**config.mk**
```make
export PLATFORM = sky130hd
export DESIGN_NAME = peripheral_bus_arbiter_flat
export DESIGN_NICKNAME = d
export VERILOG_FILES = /design/src/rtl/peripheral_bus_arbiter_pkg.sv /design/src/rtl/peripheral_bus_arbiter_if.sv /design/src/rtl/peripheral_bus_arbiter_rr_arbiter.sv /design/src/rtl/peripheral_bus_arbiter.sv /design/src/flat_wrapper.sv
export SDC_FILE = /design/constraint.sdc
export NUM_CORES = 1
export LEC_CHECK = 0
export BUFFER_PORTS_ARGS = -buffer_cell sky130_fd_sc_hd__clkbuf_2
export CORE_ASPECT_RATIO = 0.7
export CORE_MARGIN = 2
export CORE_UTILIZATION = 28
export CTS_CLUSTER_DIAMETER = 30
export CTS_CLUSTER_SIZE = 16
export DETAILED_ROUTE_END_ITERATION = 6
export PLACE_DENSITY = 0.64
export SLEW_MARGIN = 20
export SYNTH_ARGS = -nofsm -noshare
export SYNTH_HDL_FRONTEND = slang
export SYNTH_SLANG_ARGS = --single-unit
export TNS_END_PERCENT = 5
```
**constraint.sdc**
```tcl
create_clock -name clk -period 1.8 [get_ports clk]
set_input_delay 0.36 -clock clk [delete_from_list [all_inputs] [get_ports clk]]
set_output_delay 0.36 -clock clk [all_outputs]
set_load 0.005 [all_outputs]
```
**src/rtl/peripheral_bus_arbiter_pkg.sv**
```systemverilog
// rtl/peripheral_bus_arbiter_pkg.sv - shared types and constants for the peripheral bus arbiter
//
// Purpose: FSM state and bus-op enums, default timeout, the forced read data
// returned on a timeout, and the round-robin wrap helper.
package peripheral_bus_pkg;

  typedef enum logic [1:0] {
    IDLE   = 2'd0,
    ACCESS = 2'd1,
    DONE   = 2'd2
  } arb_state_t;

  typedef enum logic {
    OP_READ  = 1'b0,
    OP_WRITE = 1'b1
  } bus_op_t;

  localparam int DEFAULT_TIMEOUT = 255;

  // Wide enough for any supported data bus; users slice the low DATA_WIDTH bits.
  localparam logic [255:0] TIMEOUT_READ_DATA = '1;

  // Index 'offset' places after 'last', wrapping modulo n.
  // last < n and 1 <= offset <= n, so one subtraction is enough.
  function automatic int rr_index(input int last, input int offset, input int n);
    return (last + offset >= n) ? (last + offset - n) : (last + offset);
  endfunction

endpackage

```
**src/rtl/peripheral_bus_arbiter_if.sv**
```systemverilog
// rtl/peripheral_bus_arbiter_if.sv - peripheral bus master-port interface
//
// Purpose: groups the single-transaction peripheral bus handshake.
// Ports (signals):
//   read_request, write_request : master -> slave, level, held for the access
//   address, write_data         : master -> slave, stable while a request is high
//   response                    : slave -> master, completion strobe
//   read_data                   : slave -> master, valid with response
interface peripheral_bus_if #(
  parameter int ADDR_WIDTH = 32,
  parameter int DATA_WIDTH = 32
);
  logic                  read_request;
  logic                  write_request;
  logic [ADDR_WIDTH-1:0] address;
  logic [DATA_WIDTH-1:0] write_data;
  logic                  response;
  logic [DATA_WIDTH-1:0] read_data;

  modport master (
    output read_request, write_request, address, write_data,
    input  response, read_data
  );

  modport slave (
    input  read_request, write_request, address, write_data,
    output response, read_data
  );
endinterface

```
**src/rtl/peripheral_bus_arbiter_rr_arbiter.sv**
```systemverilog
// rtl/peripheral_bus_arbiter_rr_arbiter.sv - combinational round-robin picker
//
// Purpose: picks the first requesting index after last_grant, wrapping.
// Ports:
//   request      : in,  N-bit request vector
//   last_grant   : in,  index of the previously served requester
//   grant_onehot : out, one-hot pick (all zero when nothing requests)
//   grant_index  : out, index of the pick
//   valid        : out, high when some requester is picked
module rr_arbiter
  import peripheral_bus_pkg::*;
#(
  parameter int N = 2,
  localparam int IW = (N > 1) ? $clog2(N) : 1
) (
  input  logic [N-1:0]  request,
  input  logic [IW-1:0] last_grant,
  output logic [N-1:0]  grant_onehot,
  output logic [IW-1:0] grant_index,
  output logic          valid
);

  logic [IW-1:0] cand;

  always_comb begin
    grant_onehot = '0;
    grant_index  = '0;
    valid        = 1'b0;
    cand         = '0;
    // Scan from the farthest candidate to the nearest so the nearest
    // requester after last_grant is the one left standing.
    for (int off = N; off >= 1; off--) begin
      cand = IW'(rr_index(int'(last_grant), off, N));
      if (request[cand]) begin
        grant_index = cand;
        valid       = 1'b1;
      end
    end
    grant_onehot[grant_index] = valid;
  end

endmodule

```
**src/rtl/peripheral_bus_arbiter.sv**
```systemverilog
// rtl/peripheral_bus_arbiter.sv - round-robin arbiter sharing one peripheral bus master port
//
// Purpose: grants NUM_MASTERS requesters one at a time, runs exactly one bus
// transaction, and forces completion with an error after TIMEOUT_CYCLES.
// Ports:
//   clk, rst        : clock, synchronous active-high reset
//   m_read_request  : in,  per-master read request (level)
//   m_write_request : in,  per-master write request (level, wins over read)
//   m_address       : in,  packed per-master address
//   m_write_data    : in,  packed per-master write data
//   m_response      : out, one-cycle completion pulse to the granted master
//   m_read_data     : out, captured read data, valid with m_response
//   timeout_error   : out, pulses with m_response when the access timed out
//   bus             : peripheral bus master port
module peripheral_bus_arbiter
  import peripheral_bus_pkg::*;
#(
  parameter int NUM_MASTERS    = 2,
  parameter int DATA_WIDTH     = 32,
  parameter int ADDR_WIDTH     = 32,
  parameter int TIMEOUT_CYCLES = DEFAULT_TIMEOUT
) (
  input  logic                              clk,
  input  logic                              rst,
  input  logic [NUM_MASTERS-1:0]            m_read_request,
  input  logic [NUM_MASTERS-1:0]            m_write_request,
  input  logic [NUM_MASTERS*ADDR_WIDTH-1:0] m_address,
  input  logic [NUM_MASTERS*DATA_WIDTH-1:0] m_write_data,
  output logic [NUM_MASTERS-1:0]            m_response,
  output logic [DATA_WIDTH-1:0]             m_read_data,
  output logic                              timeout_error,
  peripheral_bus_if.master                  bus
);

  localparam int IW = (NUM_MASTERS > 1) ? $clog2(NUM_MASTERS) : 1;
  localparam int CW = $clog2(TIMEOUT_CYCLES + 1);

  localparam logic [1:0] S_IDLE   = IDLE;
  localparam logic [1:0] S_ACCESS = ACCESS;
  localparam logic [1:0] S_DONE   = DONE;

  // The counter starts at 0 on the first ACCESS cycle, so this value marks
  // the TIMEOUT_CYCLES-th (last allowed) cycle of the access.
  localparam logic [CW-1:0] LAST_COUNT = CW'(TIMEOUT_CYCLES - 1);

  logic [1:0]             state;
  logic [IW-1:0]          grant;
  logic [IW-1:0]          last_grant;
  logic [NUM_MASTERS-1:0] grant_onehot_q;
  logic [CW-1:0]          count;

  logic [NUM_MASTERS-1:0] request;
  logic [NUM_MASTERS-1:0] pick_onehot;
  logic [IW-1:0]          pick_index;
  logic                   pick_valid;
  bus_op_t                pick_op;
  logic                   access_end;

  assign request    = m_read_request | m_write_request;
  assign pick_op    = m_write_request[pick_index] ? OP_WRITE : OP_READ;
  assign access_end = bus.response || (count == LAST_COUNT);

  rr_arbiter #(.N(NUM_MASTERS)) u_rr (
    .request      (request),
    .last_grant   (last_grant),
    .grant_onehot (pick_onehot),
    .grant_index  (pick_index),
    .valid        (pick_valid)
  );

  always_ff @(posedge clk) begin
    if (rst) begin
      state             <= S_IDLE;
      grant             <= '0;
      last_grant        <= IW'(NUM_MASTERS - 1);
      grant_onehot_q    <= '0;
      count             <= '0;
      m_response        <= '0;
      m_read_data       <= '0;
      timeout_error     <= 1'b0;
      bus.read_request  <= 1'b0;
      bus.write_request <= 1'b0;
      bus.address       <= '0;
      bus.write_data    <= '0;
    end else begin
      m_response    <= '0;
      timeout_error <= 1'b0;
      case (state)
        S_IDLE: begin
          if (pick_valid) begin
            grant             <= pick_index;
            grant_onehot_q    <= pick_onehot;
            bus.address       <= m_address[pick_index*ADDR_WIDTH +: ADDR_WIDTH];
            bus.write_data    <= m_write_data[pick_index*DATA_WIDTH +: DATA_WIDTH];
            bus.write_request <= (pick_op == OP_WRITE);
            bus.read_request  <= (pick_op == OP_READ);
            count             <= '0;
            state             <= S_ACCESS;
          end
        end
        S_ACCESS: begin
          count <= count + CW'(1);
          // A response in the timeout cycle still counts as a normal completion.
          if (bus.response) begin
            m_read_data <= bus.read_data;
          end else if (count == LAST_COUNT) begin
            m_read_data   <= TIMEOUT_READ_DATA[DATA_WIDTH-1:0];
            timeout_error <= 1'b1;
          end
          if (access_end) begin
            m_response        <= grant_onehot_q;
            bus.read_request  <= 1'b0;
            bus.write_request <= 1'b0;
            state             <= S_DONE;
          end
        end
        S_DONE: begin
          // Requests are not looked at here, giving the served master a cycle
          // to drop its request before the next pick.
          last_grant <= grant;
          count      <= '0;
          state      <= S_IDLE;
        end
        default: state <= S_IDLE;
      endcase
    end
  end

endmodule

```
**src/flat_wrapper.sv**
```systemverilog
// flat-port wrapper written by rule: the top's interface ports become plain ports
module peripheral_bus_arbiter_flat import peripheral_bus_pkg::*;
#(
  parameter int NUM_MASTERS    = 2,
  parameter int DATA_WIDTH     = 32,
  parameter int ADDR_WIDTH     = 32,
  parameter int TIMEOUT_CYCLES = DEFAULT_TIMEOUT
)
  (clk, rst, m_read_request, m_write_request, m_address, m_write_data, m_response, m_read_data, timeout_error, bus_read_request, bus_write_request, bus_address, bus_write_data, bus_response, bus_read_data);
  peripheral_bus_if #(.ADDR_WIDTH(ADDR_WIDTH), .DATA_WIDTH(DATA_WIDTH)) bus_i ();
  input  logic clk;
  input  logic rst;
  input  logic [NUM_MASTERS-1:0] m_read_request;
  input  logic [NUM_MASTERS-1:0] m_write_request;
  input  logic [NUM_MASTERS*ADDR_WIDTH-1:0] m_address;
  input  logic [NUM_MASTERS*DATA_WIDTH-1:0] m_write_data;
  output logic [NUM_MASTERS-1:0] m_response;
  output logic [DATA_WIDTH-1:0] m_read_data;
  output logic timeout_error;
  output wire logic [$bits(bus_i.read_request)-1:0] bus_read_request;
  output wire logic [$bits(bus_i.write_request)-1:0] bus_write_request;
  output wire logic [$bits(bus_i.address)-1:0] bus_address;
  output wire logic [$bits(bus_i.write_data)-1:0] bus_write_data;
  input wire logic [$bits(bus_i.response)-1:0] bus_response;
  input wire logic [$bits(bus_i.read_data)-1:0] bus_read_data;
  assign bus_read_request = bus_i.read_request;
  assign bus_write_request = bus_i.write_request;
  assign bus_address = bus_i.address;
  assign bus_write_data = bus_i.write_data;
  assign bus_i.response = bus_response;
  assign bus_i.read_data = bus_read_data;
  peripheral_bus_arbiter #(.NUM_MASTERS(NUM_MASTERS), .DATA_WIDTH(DATA_WIDTH), .ADDR_WIDTH(ADDR_WIDTH), .TIMEOUT_CYCLES(TIMEOUT_CYCLES)) u_core (.clk(clk), .rst(rst), .m_read_request(m_read_request), .m_write_request(m_write_request), .m_address(m_address), .m_write_data(m_write_data), .m_response(m_response), .m_read_data(m_read_data), .timeout_error(timeout_error), .bus(bus_i));
endmodule
```
Word-level counts from Yosys, hierarchy flattened

Cells that the tools add are included.

Register bits after elaboration: 115
Latch bits: 0
Memory bits (writable): 0
ROM bits: 0
Input port bits: 167
Output and inout bits: 101
Word-level logic and storage cells: 76
Memories kept: 0

$add $sub $neg: 5
$mul: 0
Div/mod/pow operators: 0
Magnitude comparators: 6
Equal/unequal tests: 5
Shifts and indexed selects: 2
Muxes and demuxes: 28
Bitwise gates (word level): 5
Reductions and logical operators: 13

Operators with widths:

| cell                                                                         | count |
|---|---|
| 64-bit by 7-bit indexed part select with 32-bit output                       | 2 |
| 32-bit 2-to-1 mux                                                            | 2 |
| 8-bit case mux with 3 select lines                                           | 1 |
| 1-bit 2-to-1 mux                                                             | 18 |
| 8-bit by 1-bit adder with 8-bit output, second input constant                | 1 |
| 8-bit == test, second input constant                                         | 1 |
| 8-bit 2-to-1 mux                                                             | 1 |
| 2-bit AND reduction                                                          | 4 |
| 1-bit by 2-bit less-than comparator with 1-bit output, second input constant | 3 |
| 3-bit OR reduction                                                           | 2 |
| 2-bit 2-to-1 mux                                                             | 2 |
| 2-bit by 1-bit != test with 1-bit output, second input constant              | 2 |
| 1-bit case mux with 2 select lines                                           | 2 |
| 2-bit case mux with 2 select lines                                           | 1 |
| 2-bit nonzero test                                                           | 2 |
| 1-bit by 2-bit adder with 3-bit output, second input constant                | 1 |
| 3-bit by 2-bit >= comparator with 1-bit output, second input constant        | 1 |
| 1-bit inverter                                                               | 3 |
| 3-bit AND reduction                                                          | 1 |
| 3-bit nonzero test                                                           | 1 |
| 1-bit by 1-bit adder with 2-bit output, second input constant                | 1 |
| 2-bit bitwise AND                                                            | 1 |
| 2-bit by 1-bit == test with 1-bit output, second input constant              | 1 |
| 2-bit == test, second input constant                                         | 1 |
| 8 further kinds                                                              | 9 |

Longest topological paths before layout

Depth after elaboration: 13
Depth in mapped cells: 7
Gate-level depth less buffers: 5

Modules after synthesis

A second synthesis with hierarchy kept.

Cells, all modules: 502
Area, all modules: 5043.6 µm²

Modules (own cells, without submodules):

| module                 | times used | cells an instance | area an instance (µm²) | sequential area each (µm²) |
|---|---|---|---|---|
| peripheral_bus_arbiter | 1          | 497               | 5011.1                 | 2302.2 |
| rr_arbiter             | 1          | 5                 | 32.5                   | 0.0 |

Least setup slack after synthesis

Ideal clock, no wire load.

Path kind: register to register
Start point: reg u_core.state[0]
End point: reg u_core.bus.write_data[10]
Arrival time: 1.497 ns
Setup slack: 0.181 ns
Stages on the path, launching flop included: 8
Buffers on the path: 3
Cell sequence: dfxtp_1 buf_2 or2_4 nor2_2 nor2_1 buf_2 buf_2 a221o_1

Word-level cells in the longest chain between the ends: 2

RTL lines:

| element                       | line                            | RTL |
|---|---|---|
| start, declared               | peripheral_bus_arbiter.sv:46    | `logic [1:0] state;` |
| start signal, assigned        | peripheral_bus_arbiter.sv:73    | `state <= S_IDLE;` |
| start signal, assigned        | peripheral_bus_arbiter.sv:98    | `state <= S_ACCESS;` |
| start signal, assigned        | peripheral_bus_arbiter.sv:114   | `state <= S_DONE;` |
| 2-bit zero test               | peripheral_bus_arbiter.sv:88    | `case (state)` |
| 2-bit AND reduction (no line) | --                              |  |
| end signal, assigned          | peripheral_bus_arbiter.sv:94    | `bus.write_data <= m_write_data[pick_index*DATA_WIDTH +: DATA_WIDTH];` |
| end, declared                 | peripheral_bus_arbiter_if.sv:21 | `output read_request, write_request, address, write_data,` |

No other way between the ends.
A chain may end at the register's enable or synchronous reset.

Final worst setup path

Start point: reg u_core.count[0]
End point: reg u_core.m_read_data[12]

Word-level cells in the longest chain between the ends: 3

RTL lines:

| element                       | line                          | RTL |
|---|---|---|
| start, declared               | peripheral_bus_arbiter.sv:50  | `logic [CW-1:0] count;` |
| start signal, assigned        | peripheral_bus_arbiter.sv:102 | `count <= count + CW'(1);` |
| 8-bit == test                 | peripheral_bus_arbiter.sv:106 | `end else if (count == LAST_COUNT) begin` |
| 2-bit nonzero test (no line)  | --                            |  |
| 2-bit AND reduction (no line) | --                            |  |
| end signal, assigned          | peripheral_bus_arbiter.sv:105 | `m_read_data <= bus.read_data;` |
| end signal, assigned          | peripheral_bus_arbiter.sv:107 | `m_read_data <= TIMEOUT_READ_DATA[DATA_WIDTH-1:0];` |
| end, declared                 | peripheral_bus_arbiter.sv:30  | `output logic [DATA_WIDTH-1:0] m_read_data,` |

No other way between the ends.

==> results.md <==
* WL final at 13200 um
* Number of CTS-inserted buffers at 17
* Psw at 1740 uW
* Dpl hpwl at 9620 um
* Critical path depth in cells at 6
* Fin Hold WS at 173 ps
* Floorplan die height at 108 um
* Vias in the first global route at 4120
* Multi-input gate area at 1910 um^2
* Chip Width at 153 um
* RSZ-0062 raised after global routing: false
* Min-delay worst type: in -> reg
* Crit path cell chain: inv_1 -> ha_1 -> and4_1 -> o21a_1 -> buf_12 -> o221a_2
* DRC Markers at 0
* Clk_skew at 8.62 ps
* Fmax at 0.608 GHz
* Fin nets at 830
* Filler cells at 1470
* Clock buffer depth at 2
* Yosys warns at 0
* Total power at 7460 uW
* Avg WL per Cell at 15.1 um
* Reg clk slew, reported paths at 50 ps
* Relative slew slack at 60.0%
* Largest net degree at the start of global routing at 63
* Area grow syn2layout at 52.1%
* Hold Fails Final Rpt at 0
* CTS root buf: clkbuf_16
* Layout Cells excl Fill at 874
* Synthesized cell area at 4370 um^2
* PortBufs at 267
* # diodes at 0
* Logic pwr share at 13.7%
* Mean Syn Cell Area at 11.2 um^2
* Die area at 16600 um^2
* Switch share at 23.4%
* Register share of total power at 39.2%
* Standby leakage power at 0.00318 uW
* Fraction of final layout cells sized beyond drive strength 1 at 52.7%
* MaxCap Viol Count at 0
* Tcrit/Tclk final at 91.4%
* All-Layer GR Usage at 15.1%
* Htree depth at 4
* Setup CP Type: reg -> reg
* Final ANT Viol Nets at 0
* R2r setup slk at 160 ps
* Top delay family on crit path: compound AO/OA/AOI/OAI gates
* CTS sink count at 115
* Final Wtd Congestion at 0.811
* Worst-Skew Late Latency at 400 ps
* Antenna violations before repair at 0
* VDD IR max at 0.487 mV
* # hold bufs at CTS at 0
* Minimum clock period at 1640 ps
* CP required at 2090 ps
* CTS resizes at 0
* Crit-path max FO at 35
* Met2 WL post-DR at 6300 um
* PD cells at 1120 nW/um^2
* Int Pwr at 5720 uW
* Worst path max stage delay at 380 ps
* Num rows at 38
* Setup crit start kind: register
* Starting Density at 28.4%
* I/O Pins at 268
* Setup TNS at 0 ps
* Slew @ Worst Pin at 601 ps
* Critical Path End Type: register
* Grt total ovfl at 0
* Hold path cells at 2
* First-pass GRT wire length at 20300 um
* Library cells used by synthesis at 39
* WL met1 at 5700 um
* Highest Signal Layer: met4
* Worst Path Arrival at 1930 ps
* CTS tree: yes
* Core area at 15400 um^2
* Post-synth net total at 560
* CP max-delay cell: dfxtp_1
* Reg2reg path depth at 6
* Worst Path Buf+Inv at 2
* Sequential cell area at 2300 um^2
* Synth Register Bits at 115
* Slew Limit Fails at 0
* Post-CTS Repair Setup Buffers at 0
* Final setup fails at 0
* Cells after Synth at 391
* Vias per cell at 4.83
* Run status: completed
* Placed Instances at 842
* Iter 0 DRT Violations at 314
* Detailed-route via count at 4225
* Post-synthesis sequential area ratio at 52.7%
* Clock Power Share at 47.1%
* Drt pass-1 iters at 4
* DR WL met3 at 1020 um
* Final Util at 43.3%
cells in the mapped netlist (all sizes together):
| cell type | count | area share [%] |
|---|---|---|
| a31oi | 3 | 0.43 |
| a21oi | 10 | 1.1 |
| o221a | 32 | 8.3 |
| inv | 2 | 0.17 |
| buf | 18 | 2.1 |
| or2 | 2 | 0.34 |
| a2111oi | 1 | 0.63 |
| nor2b | 1 | 0.14 |
| nand4 | 2 | 0.29 |
| o22ai | 2 | 0.29 |
| clkbuf | 16 | 1.5 |
| and4 | 2 | 0.40 |
| a221o | 64 | 15 |
| dfxtp | 115 | 53 |
| clkinv | 1 | 0.086 |
| nor4 | 1 | 0.49 |
| and2 | 65 | 9.3 |
| and3 | 4 | 0.57 |
| nand3b | 1 | 0.17 |
| or4 | 1 | 0.17 |
| nand2 | 8 | 0.69 |
| nand3 | 3 | 0.34 |
| a221oi | 1 | 0.20 |
| nor2 | 15 | 1.3 |
| a32oi | 1 | 0.20 |
| nand2b | 2 | 0.29 |
| or3 | 1 | 0.14 |
| nor4b | 1 | 0.20 |
| ha | 2 | 0.57 |
| o21a | 1 | 0.17 |
| o21ai | 9 | 1.2 |
| a211oi | 2 | 0.34 |
| a32o | 1 | 0.23 |
| nor3 | 1 | 0.11 |
cells in the final DEF (no fill, tap or decap), drive strengths merged, types with 3 or more instances in the layout:
cell type	instances
a221o	64
clkinvlp	3
o21ai	9
a31oi	3
nand3	3
and2	65
nor2	15
and3	4
buf	18
o221a	32
clkinv	3
nand2	8
clkbuf	291
bufinv	3
a21oi	10
dfxtp	115
sequential cells by signal, indices dropped and copies added, names as in the netlist:
signal / cells
u_core.grant_onehot_q: 2
u_core.bus.write_data: 32
u_core.bus.address: 32
u_core.bus.write_request: 1
u_core.bus.read_request: 1
u_core.timeout_error: 1
u_core.state: 2
u_core.m_response: 2
u_core.m_read_data: 32
u_core.last_grant: 1
u_core.grant: 1
u_core.count: 8
power groups by stage:
stage | Clock, uW | Combinational [uW] | Sequential (uW)
3_3_place_gp | 0 | 1000 | 2960
3_5_place_dp | 0 | 1030 | 2970
4_1_cts | 3590 | 1030 | 2920
2_1_floorplan | 0 | 459 | 2970
5_1_grt | 3700 | 1120 | 2950
6_report | 3510 | 1020 | 2920
path summary, 6_finish.rpt:
| check | start | endpoint |
|---|---|---|
| max | u_core.count[0] | u_core.m_read_data[12] |
| min | m_address[34] | u_core.bus.address[2] |
| max reg2reg | u_core.count[0] | u_core.m_read_data[12] |
| min reg2reg | u_core.grant | u_core.grant |
area by class of cell:
cell class              count  area share (%)
clock buffers              24            7.55
repair buffers            285            23.3
inverters                   3           0.170
clock inverters             8            1.85
multi-input cells         239            28.7
flip-flops and latches    115            34.7
well taps                 200            3.77
metrics by stage:
stage / setup WS (ps) / instance area, um^2
final: 155 / 6640
after global routing: 87.2 / 6640
after CTS: 154 / 6640
after detailed placement: -17.6 / 6020
after global placement: 39.4 / 6020
after floorplan: 181 / 4370
cell families after synthesis:
family / Yosys count / share of synthesized area, %
and+or+nand+nor: 110 / 15.0
buffers and inverters: 37 / 3.93
adders and majority gates: 2 / 0.573
AOI/OAI and AO/OA: 127 / 27.8
DFF: 115 / 52.7
layer usage:
layer	vias to the layer above	track usage (%)
met5	-	0
met4	0	5.16
met3	11	5.17
met2	181	25.1
met1	1976	18.4
li1	2057	-
Note: power is estimated with default switching activity, not from simulation.
